`config.mk`:
```
export PLATFORM = sky130hd
export DESIGN_NAME = bin_to_bcd_seq
export DESIGN_NICKNAME = d
export VERILOG_FILES = /design/src/rtl/sum_pkg.sv /design/src/rtl/bin_to_bcd_seq_add3.sv /design/src/rtl/bin_to_bcd_seq.sv
export SDC_FILE = /design/constraint.sdc
export NUM_CORES = 1
export LEC_CHECK = 0
export CORE_AREA = 2 2 69 71
export CTS_BUF_LIST = sky130_fd_sc_hd__clkbuf_4 sky130_fd_sc_hd__clkbuf_8
export DETAILED_ROUTE_END_ITERATION = 10
export DIE_AREA = 0 0 71 73
export GPL_TIMING_DRIVEN = 1
export PLACE_DENSITY_LB_ADDON = 0.3
export SLEW_MARGIN = 25
export SYNTH_ARGS = -nofsm -noshare
export SYNTH_HDL_FRONTEND = slang
export SYNTH_HIERARCHICAL = 1
export SYNTH_SLANG_ARGS = --single-unit
export TNS_END_PERCENT = 5
```
`constraint.sdc`:
```
create_clock -name clk -period 2.3 [get_ports clk]
set_input_delay 0.46 -clock clk [delete_from_list [all_inputs] [get_ports clk]]
set_output_delay 0.46 -clock clk [all_outputs]
set_load 0.01 [all_outputs]
```
`src/rtl/sum_pkg.sv`:
```
// Shared constants and state encoding for the sequential binary-to-BCD converter.
package sum_pkg;

  localparam int DEF_BIN_W  = 11;
  localparam int DEF_DIGITS = 4;
  localparam int BCD_W      = 4;
  localparam logic [BCD_W-1:0] ADD3_TH = 4'd5;

  typedef enum logic [1:0] {
    IDLE  = 2'd0,
    SHIFT = 2'd1,
    DONE  = 2'd2
  } bcd_state_t;

endpackage

```
`src/rtl/bin_to_bcd_seq_add3.sv`:
```
// Combinational double-dabble correction cell: digits of five or more get +3 before the shift.
module bcd_add3
  import sum_pkg::*;
(
  input  logic [BCD_W-1:0] in_i,
  output logic [BCD_W-1:0] out_o
);

  always_comb begin
    if (in_i >= ADD3_TH) begin
      out_o = in_i + 4'd3;
    end else begin
      out_o = in_i;
    end
  end

endmodule

```
`src/rtl/bin_to_bcd_seq.sv`:
```
// Shift-and-add-3 binary-to-BCD converter, one input bit per clock behind a start/busy/done handshake.
// Optional macro LEADING_ZERO_BLANK_EN registers a leading-zero blanking mask alongside bcd_out.
module bin_to_bcd_seq
  import sum_pkg::*;
#(
  parameter int BIN_W  = DEF_BIN_W,
  parameter int DIGITS = DEF_DIGITS
)(
  input  logic                      clk,
  input  logic                      rst,
  input  logic                      start,
  input  logic [BIN_W-1:0]          bin_in,
  output logic                      busy,
  output logic                      done,
  output logic [BCD_W*DIGITS-1:0]   bcd_out,
  output logic                      overflow,
  output logic [DIGITS-1:0]         blank
);

  localparam int                BCD_TW   = BCD_W * DIGITS;
  localparam int                CNT_W    = $clog2(BIN_W + 1);
  localparam logic [CNT_W-1:0]  CNT_LOAD = CNT_W'(BIN_W);
  localparam logic [CNT_W-1:0]  CNT_ONE  = CNT_W'(1);

  bcd_state_t          state_q;
  logic [BIN_W-1:0]    shift_q, shift_d;
  logic [BCD_TW-1:0]   bcd_q, adj_d, bcd_d;
  logic [CNT_W-1:0]    cnt_q;
  logic                ovf_q, ovf_d;
  logic                busy_q, done_q, overflow_q;
  logic [BCD_TW-1:0]   bcd_out_q;

  for (genvar g = 0; g < DIGITS; g++) begin : g_add3
    bcd_add3 u_add3 (
      .in_i  (bcd_q[g*BCD_W +: BCD_W]),
      .out_o (adj_d[g*BCD_W +: BCD_W])
    );
  end

  // Bit leaving the top digit means the value no longer fits; it is folded into a sticky flag.
  assign bcd_d   = {adj_d[BCD_TW-2:0], shift_q[BIN_W-1]};
  assign shift_d = {shift_q[BIN_W-2:0], 1'b0};
  assign ovf_d   = ovf_q | adj_d[BCD_TW-1];

  always_ff @(posedge clk or negedge rst) begin
    if (!rst) begin
      state_q    <= IDLE;
      shift_q    <= '0;
      bcd_q      <= '0;
      cnt_q      <= '0;
      ovf_q      <= 1'b0;
      busy_q     <= 1'b0;
      done_q     <= 1'b0;
      overflow_q <= 1'b0;
      bcd_out_q  <= '0;
    end else begin
      done_q <= 1'b0;
      case (state_q)
        IDLE: begin
          if (start) begin
            shift_q <= bin_in;
            bcd_q   <= '0;
            ovf_q   <= 1'b0;
            cnt_q   <= CNT_LOAD;
            busy_q  <= 1'b1;
            state_q <= SHIFT;
          end
        end
        SHIFT: begin
          shift_q <= shift_d;
          bcd_q   <= bcd_d;
          ovf_q   <= ovf_d;
          cnt_q   <= cnt_q - CNT_ONE;
          if (cnt_q == CNT_ONE) begin
            bcd_out_q  <= bcd_d;
            overflow_q <= ovf_d;
            done_q     <= 1'b1;
            state_q    <= DONE;
          end
        end
        DONE: begin
          busy_q  <= 1'b0;
          state_q <= IDLE;
        end
        default: begin
          busy_q  <= 1'b0;
          state_q <= IDLE;
        end
      endcase
    end
  end

  assign busy     = busy_q;
  assign done     = done_q;
  assign bcd_out  = bcd_out_q;
  assign overflow = overflow_q;

`ifdef LEADING_ZERO_BLANK_EN
  logic [DIGITS-1:0] blank_q, blank_d;
  logic              zrun_s;

  // A digit is blanked only when it and every digit above it are zero; the units digit always shows.
  always_comb begin
    blank_d = '0;
    zrun_s  = 1'b1;
    for (int i = DIGITS - 1; i >= 1; i--) begin
      zrun_s     = zrun_s & (bcd_d[i*BCD_W +: BCD_W] == 4'd0);
      blank_d[i] = zrun_s;
    end
  end

  always_ff @(posedge clk or negedge rst) begin
    if (!rst) begin
      blank_q <= '0;
    end else if (state_q == SHIFT && cnt_q == CNT_ONE) begin
      blank_q <= blank_d;
    end else begin
      blank_q <= blank_q;
    end
  end

  assign blank = blank_q;
`else
  assign blank = '0;
`endif

endmodule

```
==> impl_results.md <==
* Worst Setup SP: state_q[1]
* Clock latency on the worst-skew pair at 0.30 ns
* Maxcap violations at 0
* Yosys cell types at 31
* Minimum clock period at 1.696 ns
* P_leak at 1.465 nW
* Pwr Density at 1384 mW/mm^2
* DP Cell Count at 325
* Initial core utilization at 58.21%
* Mapped Cells at 242
* Post-CTS Hold Fix Bufs at 0
* Ratio of cells with drive above 1 in the final layout at 14.03%
* Fin. max-slew vios at 0
* Synthesis-stage register bit count at 53
* Total GRT Usage at 20.69%
* Root Buffer Master: clkbuf_8
* Vias in the first global route at 1807
* Commonest cells after routing, fill and taps aside: dfrtp_1 (53), clkdlybuf4s50_1 (31), nand2_1 (21), o21ai_0 (18)
* Outcome: completed
* Worst reg2reg setup slack at 0.60 ns
* Final WL at 4972 um
* Initial antenna violation count at 0
* Congestion Overflow GR at 0
* Largest net degree at the start of global routing at 24
* Critical Path AT at 1.89 ns
* Pre-antenna DRT Iters at 4
* Post-Syn Area per Cell at 10.91 um^2
* CTS HTree Levels at 2
* Synth area leaders: dfrtp_1 (50%), a22o_1 (5.3%), ha_1 (4.7%)
* Global-route wire length before repair at 8307 um
* Final period util at 73.76%
* Cell taking the most area after synthesis: dfrtp_1
* Hold Path Class: input port to asynchronous set/reset pin
* R2R Path End: bcd_out[13]
* Post-route ant nets at 0
* DR vias at 1845
* RSZ-0062 raised after global routing: false
* Post-DP HPWL at 3386 um
* Sequential share of the synthesized area at 50.24%
* Max incr delay on CP at 0.59 ns
* Placer Congestion at 0.7619
* Mapped cell area at 0.002640 mm^2
* Fmax at 589.5 MHz
* Critical-path cell list: nor2b_2, nand2_4, mux2_4
* RR Startpoint: state_q[1]
* Drt drc at 0
* Top delay family on crit path: simple AND/OR/NAND/NOR gates
* Number of diodes at 0
* Num rows at 25
* # setup viols final at 0
* Worst setup EP type: flip-flop
* CTS Buf Count at 5
* Post-route insts no fill at 332
* Final worst slack at 0.6036 ns
* Pre-CTS setup slack at 0.3892 ns
* Buffers on Ports at 32
* Worst Path Max Fanout at 18
* Critical Path End: bcd_out[13]
* Post-synth top area share at 50.24%
* CP Depth at 3
* Die Y at 73 um
* Commonest non-fill, non-tap cell in the layout: dfrtp_1
* Area delta synth->final at 17.35%
* CTS tree: yes
* Max-Slew Margin vs Limit at 63.26%
* Die footprint at 0.005183 mm^2
* Kind of critical path: flip-flop to flip-flop
* Synth warnings at 6
* Clock skew at 0.007111 ns
* Resize count post-CTS at 0
* TNS Setup at 0 ns
* Vias/cell at 5.557
* Core area at 0.004536 mm^2
* Clk slew on worst S/H paths at 0.09 ns
* Type of origin of the critical path: flip-flop
* Buf+Inv Stages, Crit Path at 0
* Fin. Hold Viols at 0
* Die width at 71 um
* Drt initial violations at 109
* Slowest-stage cell, CP: dfrtp_1
* Post-CTS setup buffers at 0
* Bufs on Longest Clock Path at 2
* WP data required at 2.49 ns
* Final net count at 302
* Clock Sinks at 53
* Peak supply drop at 0.0006681 V
* Routed length per instance at 14.98 um
* Worst r2r path cells at 3
* Number of top-level pins at 37
* Worst slew pin tran at 0.5510 ns
==> layer usage <==
metal | vias up | part of all wire, % | GRT usage (%) | routed length [um]
li1 | 900 | - | - | -
met5 | - | 0 | 0 | 0
met3 | 7 | 3.5 | 4.144 | 175
met4 | 0 | 1.5 | 7.966 | 74
met1 | 899 | 45 | 26.31 | 2228
met2 | 39 | 50 | 35.10 | 2493
==> cells by family after synthesis <==
logic type	after synthesis	synth area share, %
buffers and inverters	30	5.545
adders and majority gates	10	4.739
DFF	53	50.24
and+or+nand+nor	52	10.57
other	1	0.1420
AOI/OAI and AO/OA	71	17.58
muxes	21	9.858
xor gates and xnor gates	4	1.327
==> cell usage after synthesis <==
| library cell | n |
|---|---|
| a211o_1 | 1 |
| a21oi_1 | 15 |
| a21oi_2 | 4 |
| a22o_1 | 16 |
| a22oi_1 | 10 |
| a31oi_1 | 1 |
| buf_2 | 3 |
| buf_4 | 6 |
| buf_6 | 1 |
| clkbuf_1 | 4 |
| conb_1 | 1 |
| dfrtp_1 | 53 |
| ha_1 | 10 |
| inv_1 | 16 |
| mux2_2 | 8 |
| mux2_4 | 8 |
| mux2i_1 | 5 |
| nand2_1 | 21 |
| nand2_4 | 1 |
| nand2b_1 | 9 |
| nor2_1 | 6 |
| nor2b_1 | 11 |
| nor2b_2 | 1 |
| nor3b_1 | 1 |
| nor3b_4 | 1 |
| o21ai_0 | 18 |
| o21ai_1 | 4 |
| o21bai_1 | 1 |
| o22ai_1 | 1 |
| or3_1 | 1 |
| xnor2_1 | 4 |
==> state kept, by name, summed over array words and instances (netlist names) <==
register  cells
bcd_out      16
bcd_q        16
shift_q      11
cnt_q         4
state_q       2
busy          1
done          1
overflow      1
ovf_q         1
==> area by class of cell <==
| type | count | area [um^2] |
|---|---|---|
| Clock buffer | 7 | 90.09 |
| Fill cell | 349 | 1438 |
| Inverter | 16 | 60.06 |
| Multi-Input combinational cell | 162 | 1179 |
| Sequential cell | 53 | 1326 |
| Tap cell | 54 | 67.56 |
| Timing Repair Buffer | 40 | 375.4 |
==> how the worst min path moves through the flow <==
stage | end | depth (start not counted) | start
floorplan | bcd_out[0] | 0 | rst
global placement | bcd_q[7] | 1 | rst
detailed placement | bcd_out[7] | 1 | rst
CTS | bcd_out[14] | 1 | rst
global route | bcd_out[14] | 1 | rst
finish | bcd_out[7] | 1 | rst
==> stage by stage <==
stage          power, W  area, um^2  hold WS (ns)  utilization, %
2_1_floorplan  0.003094        2651        0.1644               -
3_3_place_gp   0.003659        3008        0.4683           66.32
3_5_place_dp   0.003762        3008        0.4806           66.32
4_1_cts        0.004338        3098        0.1345           68.30
5_1_grt        0.004613        3098        0.1516           68.30
6_report       0.004288        3098        0.1270           68.30
==> power breakdown <==
group	switching [W]	total, W	internal [W]	leakage, nW
Combinational	0.000968	0.00207	0.00110	0.751
Sequential	0.000337	0.00168	0.00134	0.666
Clock	0.000290	0.000541	0.000251	0.0477
(Power assumes the default switching activity.)
